===== src/rtl/nec_ir_tx.sv =====
// NEC IR transmitter: one command byte per valid/ready handshake becomes a full frame (lead, 32 bits LSB first, stop).
// Optional NEC_REPEAT_EN: while cmd_hold stays high, repeat codes follow every 192 units after the frame.
module nec_ir_tx #(
  parameter logic [7:0] ADDR      = 8'h00,
  parameter int         UNIT_CYC  = 28125,
  parameter int         CARR_HALF = 658
) (
  input  logic       sys_clk,
  input  logic       sys_rst_n,
  input  logic [7:0] cmd_data,
  input  logic       cmd_valid,
  output logic       cmd_ready,
  input  logic       cmd_hold,
  output logic       ir_mark,
  output logic       ir_out,
  output logic       busy,
  output logic       done
);

  localparam int CW  = $clog2(UNIT_CYC);
  localparam int CCW = (CARR_HALF > 1) ? $clog2(CARR_HALF) : 1;

  typedef enum logic [3:0] {
    IDLE, LEAD_MARK, LEAD_SPACE, BIT_MARK, BIT_SPACE, STOP_MARK
`ifdef NEC_REPEAT_EN
    , GAP, RPT_MARK, RPT_SPACE, RPT_STOP
`endif
  } state_t;

  state_t           r_state;
  logic [CW-1:0]    r_cyc;
  logic [4:0]       r_units;
  logic [4:0]       r_bit;
  logic [31:0]      r_shift;
  logic             r_mark;
  logic             r_carr;
  logic [CCW-1:0]   r_carr_cnt;
  logic             r_done;
`ifdef NEC_REPEAT_EN
  logic [7:0]       r_period;
`else
  logic             w_unused_hold;
  assign w_unused_hold = cmd_hold;
`endif

  logic [4:0] w_seg_len;
  logic       w_unit_end;
  logic       w_seg_end;

  always_comb begin
    w_seg_len = 5'd1;
    case (r_state)
      LEAD_MARK:  w_seg_len = 5'd16;
      LEAD_SPACE: w_seg_len = 5'd8;
      BIT_SPACE:  w_seg_len = r_shift[0] ? 5'd3 : 5'd1;
`ifdef NEC_REPEAT_EN
      RPT_MARK:   w_seg_len = 5'd16;
      RPT_SPACE:  w_seg_len = 5'd4;
`endif
      default:    w_seg_len = 5'd1;
    endcase
  end

  assign w_unit_end = (r_cyc == CW'(UNIT_CYC - 1));
  assign w_seg_end  = w_unit_end && (r_units == w_seg_len - 5'd1);

  always_ff @(posedge sys_clk) begin
    if (!sys_rst_n) begin
      r_state    <= IDLE;
      r_cyc      <= '0;
      r_units    <= '0;
      r_bit      <= '0;
      r_shift    <= '0;
      r_mark     <= 1'b0;
      r_carr     <= 1'b0;
      r_carr_cnt <= '0;
      r_done     <= 1'b0;
`ifdef NEC_REPEAT_EN
      r_period   <= '0;
`endif
    end else begin
      r_done <= 1'b0;
      if (r_carr_cnt == CCW'(CARR_HALF - 1)) begin
        r_carr_cnt <= '0;
        r_carr     <= ~r_carr;
      end else begin
        r_carr_cnt <= r_carr_cnt + CCW'(1);
      end

      if (r_state != IDLE) begin
        if (w_unit_end) begin
          r_cyc <= '0;
`ifdef NEC_REPEAT_EN
          r_period <= r_period + 8'd1;
          if (r_state != GAP) r_units <= r_units + 5'd1;
`else
          r_units <= r_units + 5'd1;
`endif
        end else begin
          r_cyc <= r_cyc + CW'(1);
        end
      end

      // Later assignments override the free-running defaults above on segment boundaries.
      case (r_state)
        IDLE: if (cmd_valid) begin
          r_shift    <= {~cmd_data, cmd_data, ~ADDR, ADDR};
          r_state    <= LEAD_MARK;
          r_mark     <= 1'b1;
          r_carr     <= 1'b1;
          r_carr_cnt <= '0;
          r_cyc      <= '0;
          r_units    <= '0;
          r_bit      <= '0;
`ifdef NEC_REPEAT_EN
          r_period   <= '0;
`endif
        end
        LEAD_MARK: if (w_seg_end) begin
          r_state <= LEAD_SPACE;
          r_mark  <= 1'b0;
          r_units <= '0;
        end
        LEAD_SPACE: if (w_seg_end) begin
          r_state    <= BIT_MARK;
          r_mark     <= 1'b1;
          r_carr     <= 1'b1;
          r_carr_cnt <= '0;
          r_units    <= '0;
        end
        BIT_MARK: if (w_seg_end) begin
          r_state <= BIT_SPACE;
          r_mark  <= 1'b0;
          r_units <= '0;
        end
        BIT_SPACE: if (w_seg_end) begin
          r_shift    <= {1'b0, r_shift[31:1]};
          r_bit      <= r_bit + 5'd1;
          r_state    <= (r_bit == 5'd31) ? STOP_MARK : BIT_MARK;
          r_mark     <= 1'b1;
          r_carr     <= 1'b1;
          r_carr_cnt <= '0;
          r_units    <= '0;
        end
        STOP_MARK: if (w_seg_end) begin
          r_mark  <= 1'b0;
          r_units <= '0;
`ifdef NEC_REPEAT_EN
          r_state <= GAP;
`else
          r_state <= IDLE;
          r_done  <= 1'b1;
`endif
        end
`ifdef NEC_REPEAT_EN
        GAP: begin
          if (!cmd_hold) begin
            r_state <= IDLE;
            r_done  <= 1'b1;
            r_cyc   <= '0;
            r_units <= '0;
          end else if (w_unit_end && r_period == 8'd191) begin
            // 192 units since the previous lead/repeat mark began
            r_state    <= RPT_MARK;
            r_mark     <= 1'b1;
            r_carr     <= 1'b1;
            r_carr_cnt <= '0;
            r_period   <= '0;
            r_units    <= '0;
          end
        end
        RPT_MARK: if (w_seg_end) begin
          r_state <= RPT_SPACE;
          r_mark  <= 1'b0;
          r_units <= '0;
        end
        RPT_SPACE: if (w_seg_end) begin
          r_state    <= RPT_STOP;
          r_mark     <= 1'b1;
          r_carr     <= 1'b1;
          r_carr_cnt <= '0;
          r_units    <= '0;
        end
        RPT_STOP: if (w_seg_end) begin
          r_state <= GAP;
          r_mark  <= 1'b0;
          r_units <= '0;
        end
`endif
        default: r_state <= IDLE;
      endcase
    end
  end

  assign cmd_ready = (r_state == IDLE);
  assign busy      = ~cmd_ready;
  assign ir_mark   = r_mark;
  assign ir_out    = r_mark & r_carr;
  assign done      = r_done;

endmodule


===== config.mk =====
export PLATFORM = sky130hd
export DESIGN_NAME = nec_ir_tx
export DESIGN_NICKNAME = d
export VERILOG_FILES = /design/src/rtl/nec_ir_tx.sv
export SDC_FILE = /design/constraint.sdc
export NUM_CORES = 1
export LEC_CHECK = 0
export CAP_MARGIN = 5
export CORE_ASPECT_RATIO = 1.5
export CORE_UTILIZATION = 55
export DETAILED_ROUTE_END_ITERATION = 8
export GPL_ROUTABILITY_DRIVEN = 0
export PLACE_DENSITY = 0.82
export SLEW_MARGIN = 25
export SYNTH_ARGS = -nofsm -noshare
export SYNTH_HDL_FRONTEND = slang
export SYNTH_SLANG_ARGS = --single-unit

===== constraint.sdc =====
create_clock -name sys_clk -period 3.64 [get_ports sys_clk]
set_input_delay 0.728 -clock sys_clk [delete_from_list [all_inputs] [get_ports sys_clk]]
set_output_delay 0.728 -clock sys_clk [all_outputs]
set_load 0.01 [all_outputs]

==> results of run 1 <==
==> registers in the layout, summed over array words and instances, names as in the netlist <==
signal      flops
done            1
ir_mark         1
r_bit           5
r_carr          1
r_carr_cnt     10
r_cyc          15
r_shift        32
r_state         3
r_units         5
==> worst register-to-register path, cell delays in order (launching register included) <==
cell       delay, ns
dfxtp_1         0.64
xnor2_1         0.23
nor2_1          0.08
ha_1            0.23
ha_1            0.32
xnor2_1         0.13
nor3_1          0.58
o2111ai_1       0.48
o21ai_2         0.40
o22ai_1         0.14
==> worst max-delay path by stage <==
stage               cells after the start  slack [ns]                   end
floorplan                              12        0.45  ir_mark$_SDFFE_PN0P_
global placement                        9        0.53  ir_mark$_SDFFE_PN0P_
detailed placement                      9        0.39  ir_mark$_SDFFE_PN0P_
CTS                                     9        0.38  ir_mark$_SDFFE_PN0P_
global route                            9        0.12  ir_mark$_SDFFE_PN0P_
finish                                  9        0.29  ir_mark$_SDFFE_PN0P_
==> routing by layer <==
layer	part of all wire (%)	up-vias	track usage (%)
met3	3.1	11	5.50
met5	0	-	0
met4	2.3	0	10.1
met1	42	1373	26.6
li1	-	1463	-
met2	53	66	41.3
==> cell usage after synthesis, types with 3 or more instances <==
| library cell | number | share of area [%] |
|---|---|---|
| buf_6 | 3 | 0.98 |
| a21oi_1 | 34 | 4.9 |
| a311oi_2 | 4 | 1.7 |
| nand3b_1 | 3 | 0.65 |
| ha_1 | 9 | 3.3 |
| nor4_1 | 4 | 0.72 |
| xor2_1 | 15 | 3.8 |
| and3_1 | 5 | 0.90 |
| and2_1 | 6 | 1.1 |
| nand2_1 | 61 | 6.6 |
| xnor2_1 | 10 | 2.5 |
| o311ai_0 | 3 | 0.76 |
| o211ai_1 | 7 | 1.5 |
| clkbuf_1 | 10 | 1.1 |
| inv_1 | 9 | 0.98 |
| buf_2 | 5 | 0.72 |
| nand4_1 | 6 | 1.1 |
| nor3_1 | 10 | 1.4 |
| dfxtp_1 | 73 | 42 |
| nor2_1 | 55 | 6.0 |
| nand3_1 | 19 | 2.7 |
| o21ai_0 | 8 | 1.2 |
| a311oi_1 | 6 | 1.5 |
| a211oi_2 | 8 | 2.9 |
| or3_1 | 6 | 1.1 |
==> per-stage QoR <==
| step | instances | area (um2) | utilization [%] |
|---|---|---|---|
| after detailed placement | 482 | 3640 | 59.3 |
| after global routing | 498 | 3840 | 62.7 |
| after global placement | 482 | 3640 | 59.3 |
| final | 498 | 3840 | 62.7 |
| after CTS | 498 | 3840 | 62.7 |
| after floorplan | 408 | 3460 | - |
==> cells by family (layout without fill, tap and decap cells) <==
group,Yosys count,count (layout)
DFF,73,73
and+or+nand+nor,186,186
AOI/OAI and AO/OA,84,84
xor gates and xnor gates,25,25
adders and majority gates,9,9
buffers and inverters,31,47
==> layout make-up <==
cell class	instances	area [um2]	area share (%)
clock inverter	6	66.3	1.73
clock buffer	10	138	3.58
tap	74	92.6	2.41
sequential	73	1460	38.0
timing repair buffer	21	195	5.08
inverter	10	37.5	0.977
multi-input combinational	304	1850	48.2
==> power breakdown <==
| part | internal (mW) | switching [mW] |
|---|---|---|
| Combinational | 0.0674 | 0.102 |
| Clock | 0.336 | 0.309 |
| Sequential | 0.829 | 0.0231 |
| Total | 1.23 | 0.434 |
==> qor.txt, run 1 <==
Simple-gate portion of the synthesized area -> 25.4%
Worst-path clk slew -> 0.08 ns
Die W -> 66.8 um
WHS Endpoint -> r_shift[27]$_SDFFE_PN0P_
Sequential share of the synthesized area -> 42.2%
CP peak stage delay -> 0.64 ns
Final wirelength -> 6.89 mm
Synth warn -> 0
Via density -> 5.85
Post-synthesis adder-cell area fraction -> 3.25%
Status -> complete, no violations
CP top delay family -> compound AO/OA/AOI/OAI gates
Critical path class -> reg -> reg
Clk buf depth -> 2
Setup violations, final -> 0
Fin crit share -> 92.1%
Fillers -> 554
Slowest stage cell on the critical path -> dfxtp_1
1st-pass router iterations -> 4
Syn_area_per_cell -> 8.49 um2
Crit path time final -> 3.35 ns
Worst slew pin tran -> 0.820 ns
Ports -> 17
Worst Path Buf+Inv -> 0
Port Buf Inserts -> 15
Crit path capture type -> flop
Vias -> 2913
DP Worst Slack -> 0.392 ns
Crit path cell chain -> xnor2_1, nor2_1, ha_1, ha_1, xnor2_1, nor3_1, o2111ai_1, o21ai_2, o22ai_1
Hold Vio Cnt, Final -> 0
WP data arrival -> 3.56 ns
Cells on worst reg2reg path -> 9
RSZ-0062 raised after global routing -> no
FF-to-FF End -> ir_mark$_SDFFE_PN0P_
VDD IR max -> 333 uV
R2R setup slack -> 0.29 ns
Grt total ovfl -> 0
Pin count of the biggest net entering global routing -> 41
Setup TNS -> 0 ns
Slew margin rel. -> 45.3%
Vias in the first global route -> 2826
Commonest non-fill, non-tap cell in the layout -> dfxtp_1
Initial DRC Count -> 123
Total power -> 1.67 mW
R2r startpoint -> r_state[0]$_SDFFE_PN0P_
Post-synth EDFFs -> 0
Count of different cell masters after synthesis -> 50
Worst hold path startpoint -> r_shift[27]$_SDFFE_PN0P_
DRC errors left -> 0
Compound-Gate Fraction of Synth Area -> 18.5%
Layout Skew -> 0.0116 ns
Routed WL per cell -> 13.8 um
CTS Hold Bufs -> 0
CP required -> 3.85 ns
Nets -> 440
Slew Viols, Final -> 0
Post-Synth XOR/XNOR Area -> 6.32%
Syn Nets -> 429
CTS tree -> done
Cell Pwr Density -> 434 nW/um2
Leakage -> 1.34 nW
Hold Crit Depth -> 2
H-tree levels -> 3
Synth Register Bits -> 73
Clock Sinks -> 73
CTS resizes -> 0
Syn Inst Count -> 408
Die height -> 99.2 um
Initial Utilization -> 56.5%
Clock root buffer -> clkbuf_8
Clock Latency Late Sink -> 0.35 ns
Std cell rows -> 35
Largest family of logic cells by synthesized area -> simple AND/OR/NAND/NOR gates
Placeable Area -> 6130 um2
Final WS setup -> 0.288 ns
# diodes -> 0
Tot GR Track Use -> 23.6%
Post-CTS Repair Setup Buffers -> 0
Full die area -> 6630 um2
Max Fanout on Critical Path -> 14
Most frequent cells in the layout -> dfxtp_1, nand2_1, nor2_1
Clock buffer count from CTS -> 9
DPL Wire Length -> 4.83 mm
First-pass GRT wire length -> 12.0 mm
Remaining antenna violation count -> 0
Hold Path Class -> reg -> reg
Post-synth ARST share -> 0%
Max cap viols -> 0
Initial antenna violation count -> 0
Worst hold slack -> 0.453 ns
CP Launch Type -> flop
Crit path from -> r_state[0]$_SDFFE_PN0P_
FMAX -> 298 MHz
Post-synthesis mux area share -> 0%
Synth Cell Area -> 3460 um2
Post-synth top flop -> dfxtp_1
Fraction of layout cells with a size suffix above 1 -> 9.43%
Layout area overhead -> 10.9%
Power figures use the tool's default switching activity.
==> inputs of run 2 (changes only) <==
--- a/config.mk
+++ b/config.mk
@@ -6,7 +6,6 @@
 export NUM_CORES = 1
 export LEC_CHECK = 0
 export CAP_MARGIN = 5
-export CORE_ASPECT_RATIO = 1.5
 export CORE_UTILIZATION = 55
 export DETAILED_ROUTE_END_ITERATION = 8
 export GPL_ROUTABILITY_DRIVEN = 0
==> run 2 against run 1 <==
Effect of this change:
- first-iteration DRC count is 130% higher
- critical path type unchanged
- core utilization is 1.5 points higher
- sequential cell count is the same
- highest routed layer unchanged
- sequential power hardly changed
- critical endpoint unchanged
==> qor.txt, run 2 (synthesis gave the netlist of run 1 again) <==
Status -> complete, no violations
Fin crit share -> 90.0% (-2.1 points)
VDD IR max -> 313 uV (-6.1%)
Die height -> 81.4 um (-18%)
First-pass GRT wire length -> 11.4 mm (-5.1%)
Final WS setup -> 0.363 ns (+0.0749 ns)
Clock root buffer -> clkbuf_8
Slew margin rel. -> 48.2% (+2.8 points)
Clock Sinks -> 73 (unchanged)
Clock buffer count from CTS -> 9 (unchanged)
Nets -> 440 (unchanged)
Full die area -> 6620 um2 (-0.11%)
Worst hold path startpoint -> r_shift[24]$_SDFFE_PN0P_
H-tree levels -> 3 (unchanged)
Remaining antenna violation count -> 0 (unchanged)
1st-pass router iterations -> 4 (unchanged)
CTS resizes -> 0 (unchanged)
Layout Skew -> 0.00839 ns (-0.00317 ns)
Initial antenna violation count -> 0 (unchanged)
Area taken by multi-input logic gates -> 1850 um2 (unchanged)
Largest registers -> r_shift x32, r_cyc x15, r_carr_cnt x10
Slew Viols, Final -> 0 (unchanged)
# diodes -> 0 (unchanged)
Most frequent cells in the layout -> dfxtp_1, nand2_1, nor2_1
Port Buf Inserts -> 15 (unchanged)
CP required -> 3.86 ns (about the same)
Initial DRC Count -> 278 (+130%)
Via density -> 5.84 (-0.23%)
Max reg flops -> 32 (unchanged)
Crit path capture type -> flop
Pin count of the biggest net entering global routing -> 35 (-15%)
FF+latch area -> 1460 um2 (unchanged)
Fillers -> 500 (-9.7%)
CP Launch Type -> flop
Tot GR Track Use -> 22.7% (-0.89 points)
Setup violations, final -> 0 (unchanged)
CTS tree -> done
Worst hold slack -> 0.452 ns (-0.00164 ns)
DP Worst Slack -> 0.434 ns (+0.0422 ns)
DPL Wire Length -> 4.53 mm (-6.3%)
Commonest non-fill, non-tap cell in the layout -> dfxtp_1
Clk buf depth -> 2 (unchanged)
Die W -> 81.4 um (+22%)
Most flops, register -> r_shift
Ports -> 17 (unchanged)
Hold Path Class -> reg -> reg
RSZ-0062 raised after global routing -> no
Cell Pwr Density -> 433 nW/um2 (-0.13%)
R2r startpoint -> r_state[0]$_SDFFE_PN0P_
Leakage -> 1.35 nW (+0.57%)
Max Fanout on Critical Path -> 14 (unchanged)
DRC errors left -> 0 (unchanged)
Crit path time final -> 3.28 ns (-0.0749 ns)
Final wirelength -> 6.64 mm (-3.7%)
Placeable Area -> 5990 um2 (-2.3%)
Worst-path clk slew -> 0.07 ns (about the same)
Grt total ovfl -> 0 (unchanged)
Worst slew pin tran -> 0.777 ns (-0.0426 ns)
Initial Utilization -> 57.8% (+1.3 points)
Post-CTS Repair Setup Buffers -> 0 (unchanged)
Layout area overhead -> 11.0% (about the same)
FMAX -> 305 MHz (+2.3%)
Crit path from -> r_state[0]$_SDFFE_PN0P_
Vias -> 2912 (-0.034%)
CTS Hold Bufs -> 0 (unchanged)
Critical path class -> reg -> reg
Max cap viols -> 0 (unchanged)
Clock Latency Late Sink -> 0.35 ns (about the same)
Fraction of layout cells with a size suffix above 1 -> 9.20% (-0.24 points)
Std cell rows -> 28 (-20%)
Vias in the first global route -> 2658 (-5.9%)
Routed WL per cell -> 13.3 um (-3.9%)
Setup TNS -> 0 ns (unchanged)
WP data arrival -> 3.50 ns (-0.06 ns)
Hold Vio Cnt, Final -> 0 (unchanged)
[run 2: cell types whose count changed in the layout (fill, tap and decap cells not counted), sizes merged]
cell	before	now
clkbuf	10	12
clkinv	1	2
clkinvlp	3	1
inv	11	10
[run 2: worst max-delay path, stage by stage (launching register included)]
cell,delay [ns]
dfxtp_1,0.64
xnor2_1,0.23
nor2_1,0.08
ha_1,0.23
ha_1,0.31
xnor2_1,0.13
nor3_1,0.55
o2111ai_1,0.48
o21ai_2,0.37
o22ai_1,0.13
[run 2: cell type report]
class                   instances  share of cell area, %
multi-input cells             304                   48.1
flip-flops and latches         73                   38.0
repair buffers                 21                   5.08
clock buffers                  12                   4.04
well taps                      75                   2.44
clock inverters                 4                   1.33
inverters                      10                  0.976
[run 2: worst paths after layout]
kind                                                  to  slack, ns  cells past startpoint
worst max-delay path                ir_mark$_SDFFE_PN0P_       0.36                      9
worst min-delay path            r_shift[24]$_SDFFE_PN0P_       0.45                      2
worst max register to register      ir_mark$_SDFFE_PN0P_       0.36                      9
worst min register to register  r_shift[24]$_SDFFE_PN0P_       0.45                      2
[run 2: routing by layer]
metal / vias to the layer above / share of wire (%) / track usage [%]
met2: 67 / 48 / 38.8
met5: - / 0 / 0
li1: 1458 / - / -
met3: 6 / 4.5 / 6.74
met1: 1381 / 46 / 26.8
met4: 0 / 0.98 / 8.04
[run 2: power by group]
part,leakage (nW),switching (mW),internal (mW),total [mW]
Clock,0.103,0.292,0.354,0.646
Sequential,0.595,0.0228,0.830,0.852
Combinational,0.653,0.100,0.0675,0.167
Total,1.35,0.415,1.25,1.67
[run 2: metrics by stage]
stage	cells	power, mW	area [um2]	utilization, %
4_1_cts	499	1.68	3840	64.2
3_3_place_gp	483	1.03	3640	60.7
3_5_place_dp	483	1.04	3640	60.7
6_report	499	1.67	3840	64.2
5_1_grt	499	1.74	3840	64.2
2_1_floorplan	408	0.995	3460	-
==> inputs of run 3 (changes only) <==
--- a/config.mk
+++ b/config.mk
@@ -6,6 +6,7 @@
 export NUM_CORES = 1
 export LEC_CHECK = 0
 export CAP_MARGIN = 5
+export CORE_MARGIN = 4
 export CORE_UTILIZATION = 55
 export DETAILED_ROUTE_END_ITERATION = 8
 export GPL_ROUTABILITY_DRIVEN = 0
==> run 3 against run 2 <==
Effect of this change:
- first-iteration DRC count fell by 41%
- count of clock-buffer cells in the layout fell by 2
- maximum frequency fell by 0.28%
- total power is 4.1% lower
- register-to-register slack is essentially flat
- core utilization decreased by 0.81 points
- final cell count did not move
- largest cell class unchanged
- largest power group unchanged
==> qor.txt, run 3 (synthesis gave the netlist of run 1 again) <==
Status -> complete, no violations
CTS tree -> done
Most flops, register -> r_shift
H-tree levels -> 3 (unchanged)
CP required -> 3.87 ns (about the same)
Layout Skew -> 0.00956 ns (+0.00117 ns)
# diodes -> 0 (unchanged)
Total power -> 1.60 mW (-4.1%)
CTS Hold Bufs -> 0 (unchanged)
DPL Wire Length -> 4.74 mm (+4.7%)
Full die area -> 7630 um2 (+15%)
Die height -> 87.4 um (+7.4%)
First-pass GRT wire length -> 11.7 mm (+2.4%)
Hold Vio Cnt, Final -> 0 (unchanged)
Grt total ovfl -> 0 (unchanged)
Nets -> 440 (unchanged)
Clock Sinks -> 73 (unchanged)
Clock root buffer -> clkbuf_8
Fin crit share -> 90.3% (+0.26 points)
DRC errors left -> 0 (unchanged)
CTS resizes -> 0 (unchanged)
Clk buf depth -> 2 (unchanged)
WP data arrival -> 3.51 ns (about the same)
Initial antenna violation count -> 0 (unchanged)
Critical path class -> reg -> reg
Pin count of the biggest net entering global routing -> 35 (unchanged)
Placeable Area -> 6030 um2 (+0.58%)
CP Launch Type -> flop
Largest registers -> r_shift x32, r_cyc x15, r_carr_cnt x10
Hold Path Class -> reg -> reg
Crit path capture type -> flop
FMAX -> 304 MHz (-0.28%)
Max cap viols -> 0 (unchanged)
Vias -> 2899 (-0.45%)
VDD IR max -> 292 uV (-6.8%)
Max Fanout on Critical Path -> 14 (unchanged)
Post-CTS Repair Setup Buffers -> 0 (unchanged)
Initial Utilization -> 57.5% (-0.34 points)
Tot GR Track Use -> 19.3% (-3.5 points)
Setup TNS -> 0 ns (unchanged)
DP Worst Slack -> 0.381 ns (-0.0538 ns)
Initial DRC Count -> 165 (-41%)
Port Buf Inserts -> 15 (unchanged)
Remaining antenna violation count -> 0 (unchanged)
Worst hold slack -> 0.452 ns (+0.000918 ns)
Slew margin rel. -> 47.1% (-1.1 points)
Crit path time final -> 3.29 ns (+0.00933 ns)
Clock buffer count from CTS -> 9 (unchanged)
Leakage -> 1.34 nW (-1.0%)
Final WS setup -> 0.354 ns (-0.00933 ns)
1st-pass router iterations -> 4 (unchanged)
Worst slew pin tran -> 0.794 ns (+0.0167 ns)
Commonest non-fill, non-tap cell in the layout -> dfxtp_1
Die W -> 87.4 um (+7.4%)
Vias in the first global route -> 2712 (+2.0%)
Max reg flops -> 32 (unchanged)
Ports -> 17 (unchanged)
Cell Pwr Density -> 418 nW/um2 (-3.5%)
Slew Viols, Final -> 0 (unchanged)
Worst-path clk slew -> 0.07 ns (about the same)
Std cell rows -> 28 (unchanged)
Setup violations, final -> 0 (unchanged)
Routed WL per cell -> 13.7 um (+3.1%)
RSZ-0062 raised after global routing -> no
Most frequent cells in the layout -> dfxtp_1, nand2_1, nor2_1
Via density -> 5.81 (-0.45%)
Fraction of layout cells with a size suffix above 1 -> 9.43% (+0.24 points)
Clock Latency Late Sink -> 0.36 ns (about the same)
Layout area overhead -> 10.2%
Final wirelength -> 6.85 mm (+3.1%)
run 3: critical path, stage by stage (launching register included):
cell	delay, ns
dfxtp_1	0.64
xnor2_1	0.23
nor2_1	0.08
ha_1	0.23
ha_1	0.31
xnor2_1	0.13
nor3_1	0.58
o2111ai_1	0.47
o21ai_2	0.37
o22ai_1	0.13
run 3: area by class of cell:
class                      instances  area, um2
clock buffer                      10        138
sequential                        73       1460
inverter                          10       37.5
clock inverter                     6       42.5
timing repair buffer              21        195
multi-input combinational        304       1850
tap                               75       93.8
fill                             521       2210
run 3: power by group:
group	internal [mW]	switching (mW)	total [mW]
registers	0.829	0.0232	0.853
clock network	0.266	0.311	0.578
logic	0.0675	0.100	0.168
total	1.16	0.435	1.60
run 3: final timing paths:
| kind | end | slack [ns] | cells past startpoint | start |
|---|---|---|---|---|
| worst max-delay path | ir_mark$_SDFFE_PN0P_ | 0.35 | 9 | r_state[0]$_SDFFE_PN0P_ |
| worst max register to register | ir_mark$_SDFFE_PN0P_ | 0.35 | 9 | r_state[0]$_SDFFE_PN0P_ |
| worst min register to register | r_shift[4]$_SDFFE_PN0P_ | 0.45 | 2 | r_shift[4]$_SDFFE_PN0P_ |
| worst min-delay path | r_shift[4]$_SDFFE_PN0P_ | 0.45 | 2 | r_shift[4]$_SDFFE_PN0P_ |
run 3: routing by layer:
metal / vias to the layer above / wire length [um] / track usage, %
met5: - / 0 / 0
met4: 0 / 174 / 10.2
met3: 16 / 308 / 4.45
met2: 64 / 3290 / 31.4
met1: 1359 / 3080 / 23.5
li1: 1460 / - / -
run 3: per-stage QoR:
| step | utilization [%] | instance area (um2) | instances |
|---|---|---|---|
| finish | 63.4 | 3820 | 499 |
| global route | 63.4 | 3820 | 499 |
| CTS | 63.4 | 3820 | 499 |
| detailed placement | 60.4 | 3640 | 483 |
| global placement | 60.4 | 3640 | 483 |
| floorplan | - | 3460 | 408 |
